===== config.mk =====
export PLATFORM = sky130hd
export DESIGN_NAME = pwm_update_ctrl
export DESIGN_NICKNAME = d
export VERILOG_FILES = /design/src/rtl/pwm_ctrl_pkg.sv /design/src/rtl/pwm_ref_sat.sv /design/src/rtl/pwm_update_ctrl.sv
export SDC_FILE = /design/constraint.sdc
export NUM_CORES = 1
export LEC_CHECK = 0
export ABC_AREA = 1
export CAP_MARGIN = 20
export CELL_PAD_IN_SITES_DETAIL_PLACEMENT = 1
export CELL_PAD_IN_SITES_GLOBAL_PLACEMENT = 1
export CORE_MARGIN = 4
export CORE_UTILIZATION = 34
export DETAILED_ROUTE_END_ITERATION = 8
export PLACE_DENSITY_LB_ADDON = 0.3
export SYNTH_ARGS = -nofsm -noshare
export SYNTH_HDL_FRONTEND = slang
export SYNTH_SLANG_ARGS = --single-unit

===== constraint.sdc =====
create_clock -name clk -period 1.7 [get_ports clk]
set_input_delay 0.51 -clock clk [delete_from_list [all_inputs] [get_ports clk]]
set_output_delay 0.51 -clock clk [all_outputs]
set_load 0.01 [all_outputs]

===== src/rtl/pwm_ctrl_pkg.sv =====
// pwm_ctrl_pkg: shared state codes, reference format and carrier constants for the PWM update controller.
//   state_e       : IDLE=0, PRECHARGE=1, RUN=2, STOP=3, FAULT=4
//   REF_W/MAG_W   : 24-bit sign-magnitude reference, 23-bit 11.12 magnitude, sign at SIGN_BIT
//   CARRIER_PEAK  : carrier peak magnitude shared with the modulator, also the default clamp limit
package pwm_ctrl_pkg;
  typedef enum logic [2:0] {
    ST_IDLE      = 3'd0,
    ST_PRECHARGE = 3'd1,
    ST_RUN       = 3'd2,
    ST_STOP      = 3'd3,
    ST_FAULT     = 3'd4
  } state_e;
  localparam int SIGN_BIT = 23;
  localparam int MAG_W = 23;
  localparam int REF_W = 24;
  localparam logic [MAG_W-1:0] CARRIER_PEAK = 23'h22BF10;
  localparam logic [MAG_W-1:0] DEFAULT_MAX_MAG = CARRIER_PEAK;
endpackage


===== src/rtl/pwm_ref_sat.sv =====
// pwm_ref_sat: clamps one sign-magnitude reference to MAX_MAG and normalises negative zero.
//   ref_i     : raw reference (bit 23 sign, 22:0 magnitude)
//   ref_o     : clamped, normalised reference
//   clamped_o : magnitude exceeded MAX_MAG
module pwm_ref_sat
  import pwm_ctrl_pkg::*;
#(
  parameter logic [MAG_W-1:0] MAX_MAG = DEFAULT_MAX_MAG
) (
  input  logic [REF_W-1:0] ref_i,
  output logic [REF_W-1:0] ref_o,
  output logic             clamped_o
);
  logic [MAG_W-1:0] mag;
  assign clamped_o = ref_i[MAG_W-1:0] > MAX_MAG;
  assign mag = clamped_o ? MAX_MAG : ref_i[MAG_W-1:0];
  // a zero magnitude always leaves with a positive sign
  assign ref_o = {ref_i[SIGN_BIT] & (mag != '0), mag};
endmodule


===== src/rtl/pwm_update_ctrl.sv =====
// pwm_update_ctrl: shadowed reference handshake, carrier-synchronous commit and arm/precharge/run/stop/fault sequencing.
//   clk, reset (async, active-low)
//   arm, fault_n, fault_clr          : control inputs
//   car_min, car_max                 : carrier extreme pulses
//   ref_valid/ref_ready, ref_u[abc]  : reference handshake into the shadow stage
//   u[abc], commit, sat              : committed references and commit/saturation pulses
//   gate_en, lowside_force, state    : half-bridge gating and current state code
// PWM_CTRL_DUAL_UPDATE_EN: when defined, car_max is also a commit boundary.
module pwm_update_ctrl
  import pwm_ctrl_pkg::*;
#(
  parameter int unsigned      PRECHARGE_PERIODS = 8,
  parameter logic [MAG_W-1:0] MAX_MAG           = DEFAULT_MAX_MAG
) (
  input  logic             clk,
  input  logic             reset,
  input  logic             arm,
  input  logic             fault_n,
  input  logic             fault_clr,
  input  logic             car_min,
  input  logic             car_max,
  input  logic             ref_valid,
  output logic             ref_ready,
  input  logic [REF_W-1:0] ref_ua,
  input  logic [REF_W-1:0] ref_ub,
  input  logic [REF_W-1:0] ref_uc,
  output logic [REF_W-1:0] ua,
  output logic [REF_W-1:0] ub,
  output logic [REF_W-1:0] uc,
  output logic             gate_en,
  output logic             lowside_force,
  output logic             commit,
  output logic             sat,
  output logic [2:0]       state
);
  localparam logic [7:0] PRE_CNT = 8'(PRECHARGE_PERIODS);
  state_e state_q, state_d;
  logic [7:0] cnt_q, cnt_d, cnt_inc;
  logic sh_full_q, sh_full_d, sh_sat_q, sh_sat_d;
  logic [REF_W-1:0] sh_a_q, sh_b_q, sh_c_q, sh_a_d, sh_b_d, sh_c_d;
  logic [REF_W-1:0] ua_q, ub_q, uc_q, ua_d, ub_d, uc_d;
  logic gate_q, gate_d, low_q, low_d, commit_q, commit_d, sat_q, sat_d;
  logic [REF_W-1:0] sat_a, sat_b, sat_c;
  logic clp_a, clp_b, clp_c;
  logic accept, bnd, do_commit;
  pwm_ref_sat #(.MAX_MAG(MAX_MAG)) u_sat_a (.ref_i(ref_ua), .ref_o(sat_a), .clamped_o(clp_a));
  pwm_ref_sat #(.MAX_MAG(MAX_MAG)) u_sat_b (.ref_i(ref_ub), .ref_o(sat_b), .clamped_o(clp_b));
  pwm_ref_sat #(.MAX_MAG(MAX_MAG)) u_sat_c (.ref_i(ref_uc), .ref_o(sat_c), .clamped_o(clp_c));
`ifdef PWM_CTRL_DUAL_UPDATE_EN
  assign bnd = car_min | car_max;
`else
  logic unused_car_max;
  assign unused_car_max = car_max;
  assign bnd = car_min;
`endif
  assign ref_ready = ~sh_full_q & (state_q != ST_FAULT);
  assign accept = ref_valid & ref_ready;
  assign cnt_inc = (cnt_q == 8'hFF) ? cnt_q : cnt_q + 8'd1;
  always_comb begin
    state_d = state_q;
    cnt_d = cnt_q;
    do_commit = 1'b0;
    if (!fault_n) state_d = ST_FAULT;
    else begin
      case (state_q)
        ST_IDLE: if (arm) begin
          state_d = ST_PRECHARGE;
          cnt_d = '0;
        end
        ST_PRECHARGE: if (!arm) state_d = ST_IDLE;
        else if (car_min) begin
          cnt_d = cnt_inc;
          state_d = (cnt_inc >= PRE_CNT) ? ST_RUN : ST_PRECHARGE;
        end
        ST_RUN: if (!arm) state_d = ST_STOP;
        else do_commit = bnd & sh_full_q;
        ST_STOP: if (car_min) state_d = ST_IDLE;
        ST_FAULT: if (fault_clr && !arm) state_d = ST_IDLE;
        default: state_d = ST_IDLE;
      endcase
    end
  end
  // accept and commit never coincide: a commit needs a full shadow, which deasserts ref_ready
  assign sh_full_d = !fault_n ? 1'b0 : accept ? 1'b1 : do_commit ? 1'b0 : sh_full_q;
  assign sh_a_d = accept ? sat_a : sh_a_q;
  assign sh_b_d = accept ? sat_b : sh_b_q;
  assign sh_c_d = accept ? sat_c : sh_c_q;
  assign sh_sat_d = accept ? (clp_a | clp_b | clp_c) : sh_sat_q;
  // references are only non-zero while staying in RUN
  assign ua_d = (state_d != ST_RUN) ? '0 : do_commit ? sh_a_q : ua_q;
  assign ub_d = (state_d != ST_RUN) ? '0 : do_commit ? sh_b_q : ub_q;
  assign uc_d = (state_d != ST_RUN) ? '0 : do_commit ? sh_c_q : uc_q;
  assign gate_d = (state_d == ST_RUN) | (state_d == ST_STOP);
  assign low_d = state_d == ST_PRECHARGE;
  assign commit_d = do_commit;
  assign sat_d = do_commit & sh_sat_q;
  always_ff @(posedge clk or negedge reset) begin
    if (!reset) begin
      state_q <= ST_IDLE;
      cnt_q <= '0;
      sh_full_q <= 1'b0;
      sh_sat_q <= 1'b0;
      sh_a_q <= '0;
      sh_b_q <= '0;
      sh_c_q <= '0;
      ua_q <= '0;
      ub_q <= '0;
      uc_q <= '0;
      gate_q <= 1'b0;
      low_q <= 1'b0;
      commit_q <= 1'b0;
      sat_q <= 1'b0;
    end else begin
      state_q <= state_d;
      cnt_q <= cnt_d;
      sh_full_q <= sh_full_d;
      sh_sat_q <= sh_sat_d;
      sh_a_q <= sh_a_d;
      sh_b_q <= sh_b_d;
      sh_c_q <= sh_c_d;
      ua_q <= ua_d;
      ub_q <= ub_d;
      uc_q <= uc_d;
      gate_q <= gate_d;
      low_q <= low_d;
      commit_q <= commit_d;
      sat_q <= sat_d;
    end
  end
  assign ua = ua_q;
  assign ub = ub_q;
  assign uc = uc_q;
  assign gate_en = gate_q;
  assign lowside_force = low_q;
  assign commit = commit_q;
  assign sat = sat_q;
  assign state = state_q;
endmodule


==> results.json <==
{
  "outcome": "finished with violations",
  "violations": "negative setup slack",
  "grt_antenna_before_repair": 0,
  "io_buffer_count": 158,
  "first_global_vias": 7916,
  "clk_transition_reported_paths_ns": 0.07,
  "grt_max_degree": 48,
  "area_growth_pct": 62.1,
  "synthesis.area_um2": 7510,
  "drv_cap": 0,
  "gp_congestion": 0.832,
  "crit_type": "reg2reg",
  "power_density_nw_per_um2": 803,
  "die_width_um": 157,
  "synth_top_area_share_pct": 53.6,
  "rows": 54,
  "critPathMaxFanout": 6,
  "drt.antenna.violating_nets": 0,
  "vdd_drop_max_v": 0.000584,
  "core_um2": 21800,
  "critical_path.cell_chain": "buf_4, nand3_2, nor2_1, nand2_1, nand2_1, nand2_2, nor2_1, nand2_1, nand2_2, nand2_2, nand2_2, nand2_2, nand3_4, buf_12, clkbuf_16, nor2_2",
  "p_leak_nw": 6.15,
  "slew_violations": 0,
  "crit_path_top_delay_cell": "dfrtp_1",
  "timing.critical_path.max_delay_family": "simple AND/OR/NAND/NOR gates",
  "die_h_um": 157,
  "grt_util_all_layers_pct": 22.0,
  "start_util_pct": 34.5,
  "rsz0062_at_grt": "yes",
  "dieArea_um2": 24500,
  "max_slew_margin_pct": 72.5,
  "hold_viol": 0,
  "routed_wl_um": 29900,
  "final_nets": 1303,
  "fin_setup_tns_ns": -42.39,
  "synth_seq_cells": 161,
  "min_period_over_period_pct": 134,
  "clk_path_buf_depth": 2,
  "ys_seq_area_share_pct": 53.6,
  "critPathLaunchType": "register",
  "pin_count": 160,
  "setup_viol_count_final": 100,
  "cts_made_buffers": 17,
  "syn-num-nets": 968,
  "htreeDepth": 4,
  "arrival_ns": 2.59,
  "vias_per_cell": 5.00,
  "slowest_delay_ns": 0.41,
  "dpl.hpwl_um": 18500,
  "path_buf_inv": 3,
  "wl_per_cell_um": 19.7,
  "synthArstFlopShare_pct": 100,
  "final_cell_area_um2": 12200,
  "yosys.area.top_type": "dfrtp_1",
  "firstDrtPassIters": 5,
  "synth_edf_count": 0,
  "timing.fmax_ghz": 0.441,
  "layout_min_cycle_time_ns": 2.27,
  "grt_pass1_wl_um": 42600,
  "power.total_mw": 9.78,
  "postPlaceCellArea_um2": 10500,
  "synthTopCellsByArea": "dfrtp_1 (54%), o21ai_0 (8.0%), nand2_1 (7.4%)",
  "end_kind": "register",
  "finClkSkew_ns": 0.00951,
  "cpMostUsedCell": "nand2_2",
  "syn_area_per_cell_um2": 8.47,
  "globalRoute.totalOverflow": 0,
  "cts_root_buffer": "clkbuf_16",
  "insertion_delay_ns": 0.43,
  "ys.warnings.count": 0,
  "worst_ep_required_time_ns": 2.02,
  "ys.flop_type": "dfrtp_1",
  "layout-drive-gt1-share_pct": 33.7,
  "synthCells": 887,
  "cts.sinks": 161,
  "route.detailed.drc": 0,
  "dp_slack_ns": -0.686,
  "cts_tree": "built",
  "drtIter0Drc": 369,
  "vias": 7577,
  "min-delay-path-class": "in2reg",
  "worst_slack_ns": -0.570,
  "synth_cell_types": 29,
  "tightest_slew_ns": 0.408
}
-- worst register-to-register path, delay by kind of cell (launching register included) --
family | cells | cell delay, ns
buf+inv | 3 | 0.52
flops | 1 | 0.41
simple gates | 13 | 1.23
-- final cells by class --
cell class / count / area, um^2
multi-input cells: 559 / 3240
clock inverters: 15 / 136
well taps: 280 / 350
repair buffers: 354 / 3500
clock buffers: 17 / 425
flip-flops and latches: 161 / 4030
fillers: 2506 / 9580
diodes: 1 / 2.50
inverters: 129 / 497
-- per-stage QoR --
stage | hold WS (ns) | util, % | std cells
6_report | 0.396 | 56.0 | 1516
5_1_grt | 0.377 | 56.0 | 1515
4_1_cts | 0.481 | 52.9 | 1491
3_5_place_dp | 0.411 | 48.1 | 1429
3_3_place_gp | 0.409 | 48.1 | 1429
2_1_floorplan | 0.214 | - | 887
-- report_power, final --
| part | internal (mW) | leakage (nW) | switching (mW) | total, mW |
|---|---|---|---|---|
| clock | 1.94 | 0.272 | 1.81 | 3.75 |
| combinational | 0.734 | 3.77 | 0.959 | 1.69 |
| sequential | 4.17 | 2.10 | 0.169 | 4.34 |
-- placed cells by master, fill, tap and decap left out, types with 5 or more instances in the layout --
cell type	synthesis	routed
o21ai_2	0	6
o22ai_1	17	15
mux2i_1	6	6
buf_12	0	14
o21ai_1	1	20
clkbuf_16	0	22
nand4_1	25	25
clkdlybuf4s50_1	0	19
a21oi_2	0	6
inv_2	0	18
dlymetal6s2s_1	0	39
nand2_1	148	127
inv_6	0	7
nand3_4	1	5
o21ai_0	120	95
nand2_4	0	10
dfrtp_1	161	159
buf_6	5	31
nor2_1	78	50
nor2_2	70	81
nand3_1	37	31
nor2_4	0	17
buf_4	0	139
a21oi_1	25	16
dlygate4sd2_1	0	90
inv_1	129	108
nand2_2	5	16
-- final timing paths --
kind	startpoint	endpoint	slack [ns]	cells after the start
max in group asynchronous	reset	sh_c_q[12]	0.59	3
min in group asynchronous	reset	ub[12]	0.52	2
max reg2reg	cnt_q[1]	ub[20]	-0.57	16
max	cnt_q[1]	ub[20]	-0.57	16
min	ref_ub[20]	sh_b_q[20]	0.40	3
min reg2reg	sh_c_q[22]	sh_c_q[22]	0.47	2
-- timing repair --
| action | 4_1_cts | 5_1_grt |
|---|---|---|
| setup endpoints to repair | 228 | 160 |
| pin swaps | 24 | 64 |
| buffers inserted | 29 | 26 |
| cloned | 3 | 7 |
| gates resized for setup | 211 | 156 |
| hold endpoints to repair | 24 | 0 |
| hold buffers | 1 | 0 |
-- layer usage --
| layer | routed length, um | GRT usage (%) | up-vias |
|---|---|---|---|
| li1 | - | - | 3513 |
| met1 | 12100 | 27.5 | 3780 |
| met2 | 15700 | 38.7 | 221 |
| met3 | 1220 | 3.73 | 63 |
| met4 | 792 | 7.40 | 0 |
| met5 | 0 | 0 | - |
-- logic make-up (layout without fill, tap and decap cells) --
kind of cell             Yosys count  in the layout  share of synthesized area, %
AO/OA/AOI/OAI                    169            169                          11.9
XOR/XNOR                           2              2                         0.233
adder cells (fa/ha/maj)            1              1                         0.166
buffers and inverters            167            515                          9.42
flip-flops                       161            161                          53.6
multiplexers                       6              6                         0.799
other                              0              1                             0
AND/OR/NAND/NOR                  381            381                          23.8
-- state kept, by name (all words and copies together), names as in the netlist, 3 cells and up --
signal / count
cnt_q: 8
sh_b_q: 24
sh_c_q: 24
ub: 24
ua: 24
uc: 24
sh_a_q: 24
state: 3
-- synth_stat cells (3+ instances only) --
library cell / n
nand2_1: 148
nand2_2: 5
buf_2: 17
inv_1: 129
nor2_1: 78
nand4_1: 25
nor4_1: 6
o21ai_0: 120
dfrtp_1: 161
clkbuf_1: 14
mux2i_1: 6
buf_6: 5
nor2_2: 70
nor3_1: 5
nand3_1: 37
nand3b_1: 3
o22ai_1: 17
a21oi_1: 25
Note: power is estimated with default switching activity, not from simulation.
